## src/rtl/pipe_hazard_ctrl.sv

```systemverilog
// pipe_hazard_ctrl: pipeline sequencer for the 5-stage MIPS core.
// Generates the stage-register write enables and bubble/flush controls for
// PC, IF/ID, ID/EX and EX/MEM. It handles load-use stalls, MEM-resolved taken
// branches, and whole-pipe freezes during multi-cycle data-memory accesses.
// A memory access with no dmem_ready for MEM_TIMEOUT+1 consecutive cycles
// raises a sticky fault.
//
// Ports:
//   clk, rst_n                 clock, synchronous active-low reset
//   id_rs, id_rt               source fields of the instruction in ID
//   idex_memread, idex_rt      load flag and destination held in ID/EX
//   exmem_branch, exmem_zero   branch resolution in MEM
//   exmem_memaccess            EX/MEM holds a load or store
//   dmem_ready                 data memory completes the access this cycle
//   pc_write .. exmem_bubble   stage-register controls (combinational)
//   pc_src                     select branch target (combinational)
//   dmem_req                   data memory request (combinational)
//   mem_fault                  sticky timeout flag (registered)
//   stall_count                saturating count of cycles with pc_write=0
//
// Build option: define PIPE_STALL_CNT_EN to build the stall counter;
// otherwise stall_count is tied to zero.

module pipe_hazard_ctrl #(
    parameter int unsigned MEM_TIMEOUT = 15,
    parameter int unsigned CNT_W       = 16
) (
    input  logic             clk,
    input  logic             rst_n,
    input  logic [4:0]       id_rs,
    input  logic [4:0]       id_rt,
    input  logic             idex_memread,
    input  logic [4:0]       idex_rt,
    input  logic             exmem_branch,
    input  logic             exmem_zero,
    input  logic             exmem_memaccess,
    input  logic             dmem_ready,
    output logic             pc_write,
    output logic             ifid_write,
    output logic             ifid_flush,
    output logic             idex_write,
    output logic             idex_bubble,
    output logic             exmem_write,
    output logic             exmem_bubble,
    output logic             pc_src,
    output logic             dmem_req,
    output logic             mem_fault,
    output logic [CNT_W-1:0] stall_count
);

    localparam int unsigned WAIT_W = 8;

    typedef enum logic [1:0] {
        ST_RUN      = 2'd0,
        ST_MEM_WAIT = 2'd1,
        ST_FAULT    = 2'd2
    } state_t;

    state_t              state_q, state_d;
    logic [WAIT_W-1:0]   wait_cnt_q, wait_cnt_d;
    logic                mem_fault_q, mem_fault_d;
    logic                load_use;
    logic                br_taken;
    logic                decode;

    // Hazard detection on the current stage contents.
    always_comb begin
        load_use = idex_memread && (idex_rt != 5'd0) &&
                   ((idex_rt == id_rs) || (idex_rt == id_rt));
        br_taken = exmem_branch && exmem_zero;
    end

    // Next-state and output decode.
    always_comb begin
        state_d      = state_q;
        wait_cnt_d   = wait_cnt_q;
        mem_fault_d  = mem_fault_q;
        decode       = 1'b0;
        pc_write     = 1'b1;
        ifid_write   = 1'b1;
        ifid_flush   = 1'b0;
        idex_write   = 1'b1;
        idex_bubble  = 1'b0;
        exmem_write  = 1'b1;
        exmem_bubble = 1'b0;
        pc_src       = 1'b0;
        dmem_req     = exmem_memaccess;

        case (state_q)
            ST_RUN: begin
                if (exmem_memaccess && !dmem_ready) begin
                    pc_write    = 1'b0;
                    ifid_write  = 1'b0;
                    idex_write  = 1'b0;
                    exmem_write = 1'b0;
                    dmem_req    = 1'b1;
                    state_d     = ST_MEM_WAIT;
                    wait_cnt_d  = WAIT_W'(1);
                end else begin
                    decode = 1'b1;
                end
            end
            ST_MEM_WAIT: begin
                dmem_req = 1'b1;
                if (dmem_ready) begin
                    // Access completes: this cycle behaves as a normal RUN cycle.
                    decode     = 1'b1;
                    state_d    = ST_RUN;
                    wait_cnt_d = '0;
                end else begin
                    pc_write    = 1'b0;
                    ifid_write  = 1'b0;
                    idex_write  = 1'b0;
                    exmem_write = 1'b0;
                    if (wait_cnt_q == WAIT_W'(MEM_TIMEOUT)) begin
                        state_d     = ST_FAULT;
                        mem_fault_d = 1'b1;
                    end else begin
                        wait_cnt_d = wait_cnt_q + WAIT_W'(1);
                    end
                end
            end
            ST_FAULT: begin
                pc_write    = 1'b0;
                ifid_write  = 1'b0;
                idex_write  = 1'b0;
                exmem_write = 1'b0;
                dmem_req    = 1'b0;
            end
            default: begin
                state_d = ST_RUN;
            end
        endcase

        // Branch flushes the ID instruction, so it masks a load-use stall.
        if (decode) begin
            if (br_taken) begin
                pc_src       = 1'b1;
                ifid_flush   = 1'b1;
                idex_bubble  = 1'b1;
                exmem_bubble = 1'b1;
            end else if (load_use) begin
                pc_write    = 1'b0;
                ifid_write  = 1'b0;
                idex_bubble = 1'b1;
            end
        end

        // During reset every stage loads a NOP and any request is dropped.
        if (!rst_n) begin
            pc_write     = 1'b1;
            ifid_write   = 1'b1;
            idex_write   = 1'b1;
            exmem_write  = 1'b1;
            ifid_flush   = 1'b1;
            idex_bubble  = 1'b1;
            exmem_bubble = 1'b1;
            pc_src       = 1'b0;
            dmem_req     = 1'b0;
        end
    end

    // State, wait counter and fault flag.
    always_ff @(posedge clk) begin
        if (!rst_n) begin
            state_q     <= ST_RUN;
            wait_cnt_q  <= '0;
            mem_fault_q <= 1'b0;
        end else begin
            state_q     <= state_d;
            wait_cnt_q  <= wait_cnt_d;
            mem_fault_q <= mem_fault_d;
        end
    end

    assign mem_fault = mem_fault_q;

`ifdef PIPE_STALL_CNT_EN
    logic [CNT_W-1:0] stall_count_q, stall_count_d;

    // Saturating count of PC-stalled cycles; the frozen FAULT state is excluded.
    always_comb begin
        stall_count_d = stall_count_q;
        if (!pc_write && (state_q != ST_FAULT) && (stall_count_q != {CNT_W{1'b1}})) begin
            stall_count_d = stall_count_q + CNT_W'(1);
        end
    end

    always_ff @(posedge clk) begin
        if (!rst_n) begin
            stall_count_q <= '0;
        end else begin
            stall_count_q <= stall_count_d;
        end
    end

    assign stall_count = stall_count_q;
`else
    assign stall_count = '0;
`endif

endmodule
```

## config.mk

```make
export PLATFORM = sky130hd
export DESIGN_NAME = pipe_hazard_ctrl
export DESIGN_NICKNAME = d
export VERILOG_FILES = /design/src/rtl/pipe_hazard_ctrl.sv
export SDC_FILE = /design/constraint.sdc
export NUM_CORES = 1
export LEC_CHECK = 0
export CORE_UTILIZATION = 38
export DETAILED_ROUTE_END_ITERATION = 12
export HOLD_SLACK_MARGIN = 0.1
export PLACE_DENSITY = 0.79
export SYNTH_ARGS = -nofsm -noshare
export SYNTH_HDL_FRONTEND = slang
export SYNTH_SLANG_ARGS = --single-unit
export TNS_END_PERCENT = 20
```

## constraint.sdc

```tcl
create_clock -name clk -period 5.9 [get_ports clk]
set_input_delay 1.77 -clock clk [delete_from_list [all_inputs] [get_ports clk]]
set_output_delay 1.77 -clock clk [all_outputs]
set_load 0.05 [all_outputs]
```

==> flow_summary.toml <==
[status]
status = "finished clean"

[final_layout]
stdcell_count = 175
nNetsFinal = 171
final_util_pct = 52.2
mostFrequentLayoutCells = "29 x clkdlybuf4s50_1, 16 x conb_1, 14 x nor2_1"
antenna-diode-count = 0
final_common_cell = "clkdlybuf4s50_1"
drive_gt1_share_pct = 6.12
areaGrowthSynthToFinish_pct = 30.8

[floorplanning]
fp.dieH_um = 50.0
design.core.area_um2 = 2190
die_x_um = 50.0
die_area_um2 = 2500
initial_core_util_pct = 39.9
io_pins = 48
num_rows = 17

[worst_setup_path]
crit_required_ns = 4.13
cp-start-kind = "input port"
cp.arrival_ns = 3.84
r2r-end = "wait_cnt_q[5]"
crit_path_end_kind = "output port"
crit_fanout = 4
endpoint = "idex_bubble"
r2r-start = "wait_cnt_q[0]"
r2r_cells = 6
crit_type = "input port to output port"
crit_start = "exmem_memaccess"
rrSetupSlack_ns = 4.09

[sta]
period_share_pct = 95.1
worst_slew_pin_slew_ns = 0.528
drv_slew = 0
min_period_ns = 5.61
fmax_mhz = 178
maxSlewHeadroom_pct = 64.5
worst_slack_ns = 0.291
setup_viol_count_final = 0
rsz0062_at_grt = "no"
clock_skew_ns = 0.00303
hold_violations = 0
fin_hold_ws_ns = 0.477
fin_setup_tns_ns = 0

[power_and_ir_drop]
power_density_nw_per_um2 = 184
ir_worst_vdd_v = 0.0000923
p_leak_uw = 0.000454

[synthesis]
ys_ff_latch = 11
synth_edf_count = 0
synth_area_leader_cell = "dfxtp_1"
yosysTopAreaCellShare_pct = 25.2
synth_cells = 117
synth_flop_cell = "dfxtp_1"
synthesis.area_um2 = 875
yosysWarnings = 0
synth_async_sr_flop_share_pct = 0
ys_types = 28
synth_area_leaders = "dfxtp_1 25%, buf_4 16%, xor2_1 7.0%"
ys_seq_area_share_pct = 25.2
synth_area_per_cell_um2 = 7.48

[global_route]
gr-usage-met1_pct = 19.1
top_usage_layer = "met2"
use_met3_pct = 5.56
grt_max_degree = 11
use_met2_pct = 30.2
antenna_found_initial = 0
track_usage_pct = 17.8
grt_pass1_wl_mm = 3.28
gr-total-overflow = 0
first_global_vias = 755

[place]
post-place-ws_ns = 0.276
io_buffers = 31
gp_congestion = 0.834
placedCellCount = 171
hpwl_mm = 1.57

[detailed_routing]
routedWlPerCell_um = 11.1
detail_route.iter0.violations = 7
via_per_inst = 4.72
first_pass_iters = 4
route.detailed.drc = 0
vias = 826
drt-total-wl_mm = 1.95
ant_nets = 0

[clocking]
post-cts-setup-buffers = 0
clock_latency_ns = 0.28
clkTransAtPathRegs_ns = 0.07
cts_tree = "yes"
cts_made_buffers = 3
ctsHoldBuffers = 0
clockRootBuffer = "clkbuf_4"
clkSinkCount = 11
cts_resized = 0
htreeDepth = 1
cts_buffer_depth = 2

[job]
maxCapViolCount = 0

[worst_hold_path]
hold_class = "flip-flop to flip-flop"
## power breakdown
group	switching (uW)	internal [uW]
registers	1.72	75.3
clock network	27.2	26.3
logic	52.5	27.1
total	81.4	129
## logic make-up after synthesis
logic type	share of synthesized area (%)
fa+ha+maj	1.43
simple gates	25.6
buf+inv	18.9
xor+xnor	13.0
other cells	0.429
compound gates	15.5
flops	25.2
## registers in the layout, summed over array words and instances, names as in the netlist
register and flops:
state_q 2, wait_cnt_q 8, mem_fault 1
## layout make-up
cell class | instances | area, um^2
fill | 224 | 1050
multi-input combinational | 98 | 546
timing repair buffer | 31 | 305
sequential | 11 | 220
tap | 28 | 35.0
clock buffer | 4 | 26.3
inverter | 3 | 11.3
## critical path, stage by stage
cell and delay [ns]:
clkdlybuf4s50_1 0.51, nor2_1 0.06, o21ai_0 0.29, a21oi_1 0.07, o211a_1 0.14, or2_2 0.29
clkdlybuf4s50_1 0.70
## cell usage after synthesis (all sizes together), types with 2 or more instances
cell type and instances:
dfxtp 11, nor3 6, inv 3, and3 2, nand3 3, a21oi 8
a31oi 2, buf 20, nand4 2, or3 3, nand2b 2, nor2 15
nand2 9, xor2 7, xnor2 6, o21ai 9
## layer usage
metal | up-vias | wire length (um)
li1 | 424 | -
met1 | 374 | 821
met2 | 23 | 1010
met3 | 5 | 84
met4 | 0 | 36
met5 | - | 0
## through the flow
step / total power [uW] / area [um^2]
2_1_floorplan: 142 / 931
3_3_place_gp: 157 / 1120
3_5_place_dp: 158 / 1120
4_1_cts: 212 / 1140
5_1_grt: 220 / 1140
6_report: 210 / 1140
## how the worst min path moves through the flow
stage / start / end / slack, ns / cells past startpoint
6_report: wait_cnt_q[1] / wait_cnt_q[1] / 0.48 / 2
2_1_floorplan: wait_cnt_q[1] / wait_cnt_q[1] / 0.45 / 2
5_1_grt: wait_cnt_q[1] / wait_cnt_q[1] / 0.51 / 2
4_1_cts: wait_cnt_q[1] / wait_cnt_q[1] / 0.48 / 2
3_5_place_dp: mem_fault / mem_fault / 0.47 / 2
3_3_place_gp: mem_fault / mem_fault / 0.46 / 2
No activity file was read; power rests on OpenSTA's default activity.
